### src/rtl/dmem_arbiter.sv
`default_nettype none
// ============================================================================
// Module      : dmem_arbiter
// Description : Shares the single-port data memory between the CPU load/store
//               port (fixed priority) and a DMA/debug requester that is
//               protected by a starvation counter and may lock short bursts.
// Revision    : 1.0 - initial release
// ============================================================================
module dmem_arbiter #(
    parameter int DATA_WIDTH = 32,
    parameter int ADDR_WIDTH = 32,
    parameter int MAX_WAIT   = 4,
    parameter int BURST_MAX  = 4
) (
    input  logic                  clk,
    input  logic                  reset,
    input  logic                  cpu_re,
    input  logic                  cpu_we,
    input  logic [ADDR_WIDTH-1:0] cpu_addr,
    input  logic [DATA_WIDTH-1:0] cpu_wdata,
    output logic [DATA_WIDTH-1:0] cpu_rdata,
    output logic                  cpu_stall,
    input  logic                  dma_req,
    input  logic                  dma_we,
    input  logic                  dma_last,
    input  logic [ADDR_WIDTH-1:0] dma_addr,
    input  logic [DATA_WIDTH-1:0] dma_wdata,
    output logic                  dma_gnt,
    output logic                  dma_rvalid,
    output logic [DATA_WIDTH-1:0] dma_rdata,
    output logic                  mem_re,
    output logic                  mem_we,
    output logic [ADDR_WIDTH-1:0] mem_addr,
    output logic [DATA_WIDTH-1:0] mem_wdata,
    input  logic [DATA_WIDTH-1:0] mem_rdata
);

    localparam int              c_waitW    = $clog2(MAX_WAIT + 1);
    localparam int              c_beatW    = $clog2(BURST_MAX + 1);
    localparam logic [c_waitW-1:0] c_maxWait  = c_waitW'(MAX_WAIT);
    localparam logic [c_beatW-1:0] c_burstMax = c_beatW'(BURST_MAX);
    localparam logic [c_beatW-1:0] c_firstBeat = c_beatW'(1);
    // A single-beat burst limit means a burst can never be held open
    localparam logic            c_burstEn  = (BURST_MAX > 1);

    typedef enum logic [0:0] {
        CPU_PRI   = 1'b0,
        DMA_BURST = 1'b1
    } state_t;

    state_t               r_state;
    logic [c_waitW-1:0]   r_waitCnt;
    logic [c_beatW-1:0]   r_beatCnt;
    logic                 r_rvalid;
    logic [DATA_WIDTH-1:0] r_rdata;

    logic                 w_cpuReq;
    logic                 w_starved;
    logic                 w_dmaGnt;
    logic [c_beatW-1:0]   w_beatNext;

    assign w_cpuReq   = cpu_re | cpu_we;
    assign w_starved  = (r_waitCnt == c_maxWait);
    assign w_beatNext = r_beatCnt + c_firstBeat;

    // Grant decision: burst owns the port, otherwise CPU wins unless DMA is starved
    always_comb begin
        w_dmaGnt = 1'b0;
        if (r_state == DMA_BURST) begin
            w_dmaGnt = dma_req;
        end else begin
            w_dmaGnt = dma_req & (~w_cpuReq | w_starved);
        end
    end

    assign dma_gnt    = w_dmaGnt;
    assign cpu_stall  = w_cpuReq & w_dmaGnt;
    assign cpu_rdata  = mem_rdata;
    assign dma_rvalid = r_rvalid;
    assign dma_rdata  = r_rdata;

    // Memory mux: the granted DMA beat overrides the CPU; a stalled CPU store never reaches memory
    always_comb begin
        mem_re    = 1'b0;
        mem_we    = 1'b0;
        mem_addr  = cpu_addr;
        mem_wdata = cpu_wdata;
        if (w_dmaGnt) begin
            mem_re    = ~dma_we;
            mem_we    = dma_we;
            mem_addr  = dma_addr;
            mem_wdata = dma_wdata;
        end else begin
            mem_re    = cpu_re;
            mem_we    = cpu_we;
        end
    end

    // Burst FSM: enter on a granted non-last beat, leave on idle, last beat or beat limit
    always_ff @(posedge clk or negedge reset) begin
        if (!reset) begin
            r_state   <= CPU_PRI;
            r_beatCnt <= '0;
        end else begin
            case (r_state)
                CPU_PRI: begin
                    if (w_dmaGnt && !dma_last && c_burstEn) begin
                        r_state   <= DMA_BURST;
                        r_beatCnt <= c_firstBeat;
                    end
                end
                DMA_BURST: begin
                    if (!dma_req) begin
                        r_state   <= CPU_PRI;
                        r_beatCnt <= '0;
                    end else if (dma_last || (w_beatNext == c_burstMax)) begin
                        r_state   <= CPU_PRI;
                        r_beatCnt <= '0;
                    end else begin
                        r_beatCnt <= w_beatNext;
                    end
                end
                default: begin
                    r_state   <= CPU_PRI;
                    r_beatCnt <= '0;
                end
            endcase
        end
    end

    // Starvation counter: counts denied DMA cycles, saturates, clears on any grant
    always_ff @(posedge clk or negedge reset) begin
        if (!reset) begin
            r_waitCnt <= '0;
        end else if (w_dmaGnt) begin
            r_waitCnt <= '0;
        end else if (dma_req && !w_starved) begin
            r_waitCnt <= r_waitCnt + c_waitW'(1);
        end
    end

    // DMA read return: capture data at the end of the grant cycle, valid for one cycle
    always_ff @(posedge clk or negedge reset) begin
        if (!reset) begin
            r_rvalid <= 1'b0;
            r_rdata  <= '0;
        end else begin
            r_rvalid <= w_dmaGnt & ~dma_we;
            if (w_dmaGnt && !dma_we) begin
                r_rdata <= mem_rdata;
            end
        end
    end

endmodule
`default_nettype wire

### config.mk
export PLATFORM = sky130hd
export DESIGN_NAME = dmem_arbiter
export DESIGN_NICKNAME = d
export VERILOG_FILES = /design/src/rtl/dmem_arbiter.sv
export SDC_FILE = /design/constraint.sdc
export NUM_CORES = 1
export LEC_CHECK = 0
export ABC_AREA = 0
export BUFFER_PORTS_ARGS = -buffer_cell sky130_fd_sc_hd__buf_2
export CORE_AREA = 4 4 113 115
export CTS_CLUSTER_SIZE = 16
export DETAILED_ROUTE_END_ITERATION = 8
export DIE_AREA = 0 0 117 119
export MAX_ROUTING_LAYER = met4
export PLACE_DENSITY = 0.6
export SKIP_LAST_GASP = 1
export SYNTH_ARGS = -nofsm -noshare
export SYNTH_HDL_FRONTEND = slang
export SYNTH_SLANG_ARGS = --single-unit
### constraint.sdc
create_clock -name clk -period 1.65 [get_ports clk]
set_input_delay 0.0825 -clock clk [delete_from_list [all_inputs] [get_ports clk]]
set_output_delay 0.0825 -clock clk [all_outputs]
set_load 0.05 [all_outputs]
; Word-level counts from Yosys, hierarchy flattened
; Index checks and enable logic that the tools add are counted.
[word_totals]
out_inout_bits = 133
input_bits = 167
reg_bits = 40
[classes]
n_reduce_logical = 8
muxes = 15
add_sub_neg = 2
n_eq_ne = 3
bitwise = 8
[ops]
columns = cell, n
row1 = $mux 32, 2
row2 = $mux 3, 5
row3 = $add 3x1->3 const B, 2
row4 = $eq 3x3->1 const B, 2
row5 = $mux 1, 6
row6 = $pmux 3 s2, 1
row7 = $and 1x1->1, 3
row8 = $logic_and 1x1->1, 3
row9 = $logic_not 1->1, 3
row10 = $not 1->1, 3
row11 = $ne 2x2->1 const B, 1
row12 = $or 1x1->1, 2
row13 = $pmux 1 s2, 1
row14 = $reduce_bool 2->1, 1
row15 = $logic_or 1x1->1, 1

; Longest topological paths before layout
[logic_depth]
depth_word = 8
ltp_mapped = 8
ltp_nobuf = 5

; Least setup slack after synthesis
; OpenSTA, ideal clock, no wires.
[synth_timing]
kind = register to output
from = reg r_waitCnt[0]
to = out mem_wdata[21]
setup_slack_ns = -0.313
path_buffers = 3
stages_incl_launch_ff = 9
t_arrival_ns = 1.880
cell_sequence = dfrtp_1 > inv_1 > ha_1 > and2_1 > buf_2 > o21ai_4 > buf_6 > buf_6 > mux2_1
[synth_between]
elab_chain_len = 5
[synth_rtl]
columns = element, line_no
row1 = start: declaration, 52  ; logic [c_waitW-1:0] r_waitCnt;
row2 = start signal: assignment, 138  ; r_waitCnt <= r_waitCnt + c_waitW'(1);
row3 = $eq 3x3->1, 63  ; assign w_starved = (r_waitCnt == c_maxWait);
row4 = $or 1x1->1, 72  ; w_dmaGnt = dma_req & (~w_cpuReq | w_starved);
row5 = $and 1x1->1, 72
row6 = $mux 1, 69  ; if (r_state == DMA_BURST) begin
row7 = $mux 32, 88  ; if (w_dmaGnt) begin
row8 = end: declaration, 34  ; output logic [DATA_WIDTH-1:0] mem_wdata,
; No other way between the ends.

; Final worst setup path
[layout_timing]
from = reg r_waitCnt[1]
to = out mem_wdata[28]
; The elaborated chain is that of the path after synthesis.

==> results by stage <==
STA:
- The worst-case setup margin in the final layout is -490.6 ps.
- The worst clock skew on the final layout is 5.138 ps.
- The share of the clock period used by the worst path is 129.7%.
- The minimum period implied by the final worst setup slack is 2141 ps.
- Setup repair after global routing could not meet its margin everywhere.
- The setup TNS is -29,480 ps.
- The fmax is 0.4672 GHz.
- The final number of max-transition violations is 0.
- The count of endpoints failing setup in the final report is 97.
- The transition time at the pin with the least slew margin is 447.3 ps.
- The number of failing hold endpoints at the final stage is 0.
- The max-slew headroom at the worst pin is 70.18%.
- The worst slack on hold paths is 35.25 ps.

Worst setup path:
- The dominant cell type by count on the critical path is sky130_fd_sc_hd__buf_6.
- Among all stages on the critical path, the largest delay is contributed by sky130_fd_sc_hd__dfrtp_1.
- The worst setup path is captured at a primary output.
- The path depth of the worst reg2reg path is 8.
- The critical path contains buffers and inverters numbering 5 combined.
- In this run the register-to-register setup slack is -150 ps.
- The maximum single-stage delay on the critical path is 360 ps.
- In this run the critical register-to-register path is captured at dma_rdata[1].
- The startpoint of the worst-slack reg-to-reg timing path is r_waitCnt[1].
- The critical path is of the flip-flop to primary output type.
- The required time of the worst setup path is 1570 ps.
- The largest fanout on the critical path is 8.
- The arrival time at the worst endpoint is 2060 ps.
- The critical path goes through inv_2 -> ha_2 -> and2_4 -> o21ai_4 -> buf_6 -> buf_6 -> buf_12 -> mux2_4 -> buf_8.
- The cell family contributing the most delay on the critical path is buffers and inverters.
- The worst setup path is launched from a flip-flop.
- The critical path crosses 9 cells after its start point.

Clocking:
- The master cell of the clock root buffer is sky130_fd_sc_hd__clkbuf_16.
- Clock tree synthesis found a total of 40 sinks.
- The clock-pin slew on the worst setup and hold paths is 60 ps.
- The TritonCTS clock tree is yes.
- CTS built an H-tree with a depth of 2.
- The number of buffers on the longest clock path is 2.
- For the worst-skew pair, the clock arrives at the later sink with an insertion delay of 280 ps.
- The number of clock buffers added by TritonCTS is 5.

Finish:
- Cells with a size suffix above 1 make up 84.94% of the layout.
- The number of nets in the final layout is 688.
- The synthesis-to-finish area growth is 95.79%.
- The finished layout holds 666 standard cells, fillers aside.

Job:
- The max-capacitance violation count is 0.

Outcome:
- The flow ran to the end, but the final reports show violations.
- The checks that failed: negative setup slack.

Placed design:
- The placer congestion estimate is 0.8809.
- The placed instance count is 640.
- Detailed placement finished with a half-perimeter wire length of 9399 microns.
- At the placement stage, the worst setup path has a slack of -234.2 ps.
- During placement, the flow inserted port buffers numbering 299.

GRT:
- The initial antenna violation count was 1.
- The first global-routing pass estimated 16,930 microns of wire.
- The via count of the first global-routing pass was 3,148.
- The total global routing overflow is 0.
- The maximum number of pins on one net before global-route repair is 24.
- The global routing usage summed across all routing layers is 16.41%.

Drt:
- For this block, the via count after detailed routing is 2,907.
- In this run the remaining antenna-violating nets after routing total 0.
- The detailed router finished its first iteration with 72 violations.
- The first-pass iteration count of the detailed router is 4.
- After detailed routing, the number of remaining DRC violations is 0.
- The vias per cell is 4.365.
- Dividing the detail-routed wire length by the instance count gives 18.16 microns.
- For this block, the routed nets add up to 12,090 microns of wire.

Synth:
- After synthesis, the mean cell area works out to 12.33 sq um.
- Summing the areas of all xor and xnor instances in the mapped netlist gives 0.3172% of the synthesized area.
- The share of async-settable or async-resettable flops after synthesis is 100.0%.
- The post-synthesis adder-cell area fraction is 1.812%.
- The cell type with the largest total area after synthesis is sky130_fd_sc_hd__dfrtp_1.
- Sequential elements use 36.25% of the synthesized area.
- Yosys attributes the largest share of cell area to sky130_fd_sc_hd__dfrtp_1, sky130_fd_sc_hd__mux2_2, sky130_fd_sc_hd__mux2_1, sky130_fd_sc_hd__buf_4, sky130_fd_sc_hd__ha_1.
- In this run the cell area of the synthesized design comes to 2761 sq um.
- The flip-flop and latch count after synthesis is 40.
- The most common cell in the synthesized netlist is sky130_fd_sc_hd__mux2_2.
- The number of synthesis warnings is 0.
- The number of nets in the synthesized netlist is 395.
- Yosys mapped the design onto 31 distinct sky130hd cell types.
- The count of flip-flops with a built-in enable after synthesis is 0.
- The post-synthesis compound-gate area fraction is 5.618%.
- The dominant synthesized flop cell is sky130_fd_sc_hd__dfrtp_1.
- The commonest cells after synthesis are sky130_fd_sc_hd__mux2_2, sky130_fd_sc_hd__dfrtp_1, sky130_fd_sc_hd__buf_4, sky130_fd_sc_hd__mux2_1.
- The count of mapped cells out of synthesis is 224.
- The synthesized netlist devotes 3.262% of its cell area to simple gates.
- The synthesized design devotes to its leading area cell type 36.25% of total area.
- The portion of netlist area occupied by mux cells is 39.56%.
- The dominant combinational cell family by area after synthesis is multiplexers.

Floorplanning:
- The region available for standard cell placement spans 11,810 sq um.
- The die is 119 microns tall.
- The initial cell density of the core is 23.38%.
- The I/O pin count is 300.
- The site row count is 40.
- In this run the horizontal extent of the chip is 117 microns.
- The die covers 13,920 sq um.

Pwr:
- The worst voltage drop across the vdd grid is 0.001257 V.
- Net switching is 49.56% of the power.
- The internal portion of the total power is 0.003925 W.
- The leakage power total is 2.994 nW.
- Combinational cells account for 66.6% of the total power.
- The power spent charging and discharging nets is 0.003856 W.
- The sequential share of power is 21.1%.
- The share of power burned in the clock network is 12.3%.
- The power per cell area is 1439 nW/um^2.

Hold path:
- The type of the tightest min-delay check is input pin to flip-flop.
- Counting instances, the worst hold path has a depth of 2.
- The critical hold path startpoint is mem_rdata[14].
- The path with the worst hold slack has its endpoint at dma_rdata[14].
-- cell families after synthesis --
logic type | after synthesis
compound gates | 17
xor+xnor | 1
fa+ha+maj | 4
buf+inv | 48
flops | 40
mux | 97
simple gates | 17
-- power by group through the flow --
stage                     Sequential, W  Combinational (W)  Clock (W)
after floorplan                 0.00300            0.00213          0
after global placement          0.00164            0.00450          0
after detailed placement        0.00164            0.00455          0
after CTS                       0.00164            0.00516   0.000995
after global routing            0.00170            0.00538    0.00104
final                           0.00164            0.00518   0.000960
-- through the flow --
step	power, W	util, %	cell area (sq um)
2_1_floorplan	0.005126	-	2999
3_3_place_gp	0.006140	37.92	4479
3_5_place_dp	0.006194	37.92	4479
4_1_cts	0.007802	45.42	5365
5_1_grt	0.008129	45.77	5406
6_report	0.007781	45.77	5406
-- area by class of cell --
cell class / instances / area (sq um)
Tap cell: 147 / 183.9
Fill cell: 1053 / 6405
Timing Repair Buffer: 331 / 2385
Multi-Input combinational cell: 136 / 1677
Clock buffer: 8 / 146.4
Inverter: 3 / 11.26
Antenna cell: 1 / 2.502
Sequential cell: 40 / 1001
-- metal layers --
layer / wire [microns] / GRT usage [%] / part of all wire, %
met5: 0 / - / 0
met4: 310 / 5.806 / 2.6
met3: 1110 / 3.303 / 9.2
met2: 6264 / 29.09 / 52
met1: 4407 / 17.95 / 36
-- cells in the final DEF (no fill, tap or decap), types with 3 or more instances in the layout --
cell type / count
sky130_fd_sc_hd__mux2_2: 25
sky130_fd_sc_hd__mux2_4: 67
sky130_fd_sc_hd__mux2_1: 5
sky130_fd_sc_hd__clkbuf_16: 6
sky130_fd_sc_hd__buf_8: 15
sky130_fd_sc_hd__dfrtp_1: 40
sky130_fd_sc_hd__buf_12: 10
sky130_fd_sc_hd__buf_6: 48
sky130_fd_sc_hd__ha_1: 3
sky130_fd_sc_hd__buf_2: 231
sky130_fd_sc_hd__nand2b_1: 4
sky130_fd_sc_hd__buf_4: 23
sky130_fd_sc_hd__nand2_1: 3
-- worst reg2reg max path, stage by stage (launching register included) --
cell and delay, ps:
sky130_fd_sc_hd__dfrtp_1 390, sky130_fd_sc_hd__inv_2 60, sky130_fd_sc_hd__ha_2 170, sky130_fd_sc_hd__buf_4 120, sky130_fd_sc_hd__nand2_4 60, sky130_fd_sc_hd__a21oi_4 250, sky130_fd_sc_hd__buf_4 170, sky130_fd_sc_hd__buf_12 130
sky130_fd_sc_hd__mux2_1 330
-- how the worst max path moves through the flow --
| stage | startpoint | end | slack (ps) |
|---|---|---|---|
| after detailed placement | r_waitCnt[1] | mem_wdata[31] | -230 |
| after global placement | r_waitCnt[1] | mem_addr[27] | -200 |
| final | r_waitCnt[1] | mem_wdata[28] | -490 |
| after global routing | r_waitCnt[0] | mem_addr[1] | -560 |
| after floorplan | r_waitCnt[0] | mem_wdata[10] | -140 |
| after CTS | r_waitCnt[0] | mem_wdata[13] | -460 |
-- registers in the layout, indices dropped and copies added (netlist names) --
| name | count |
|---|---|
| r_beatCnt | 3 |
| dma_rvalid | 1 |
| r_waitCnt | 3 |
| dma_rdata | 32 |
| r_state | 1 |
-- repair_timing --
item / CTS / global route
cloned: 5 / 1
buffers inserted: 10 / 6
pin swaps: 6 / 4
hold buffers: 1 / 0
gates resized for setup: 166 / 16
endpoints found under the setup margin: 100 / 100
endpoints found under the hold margin: 17 / 0
(Power assumes the default switching activity.)
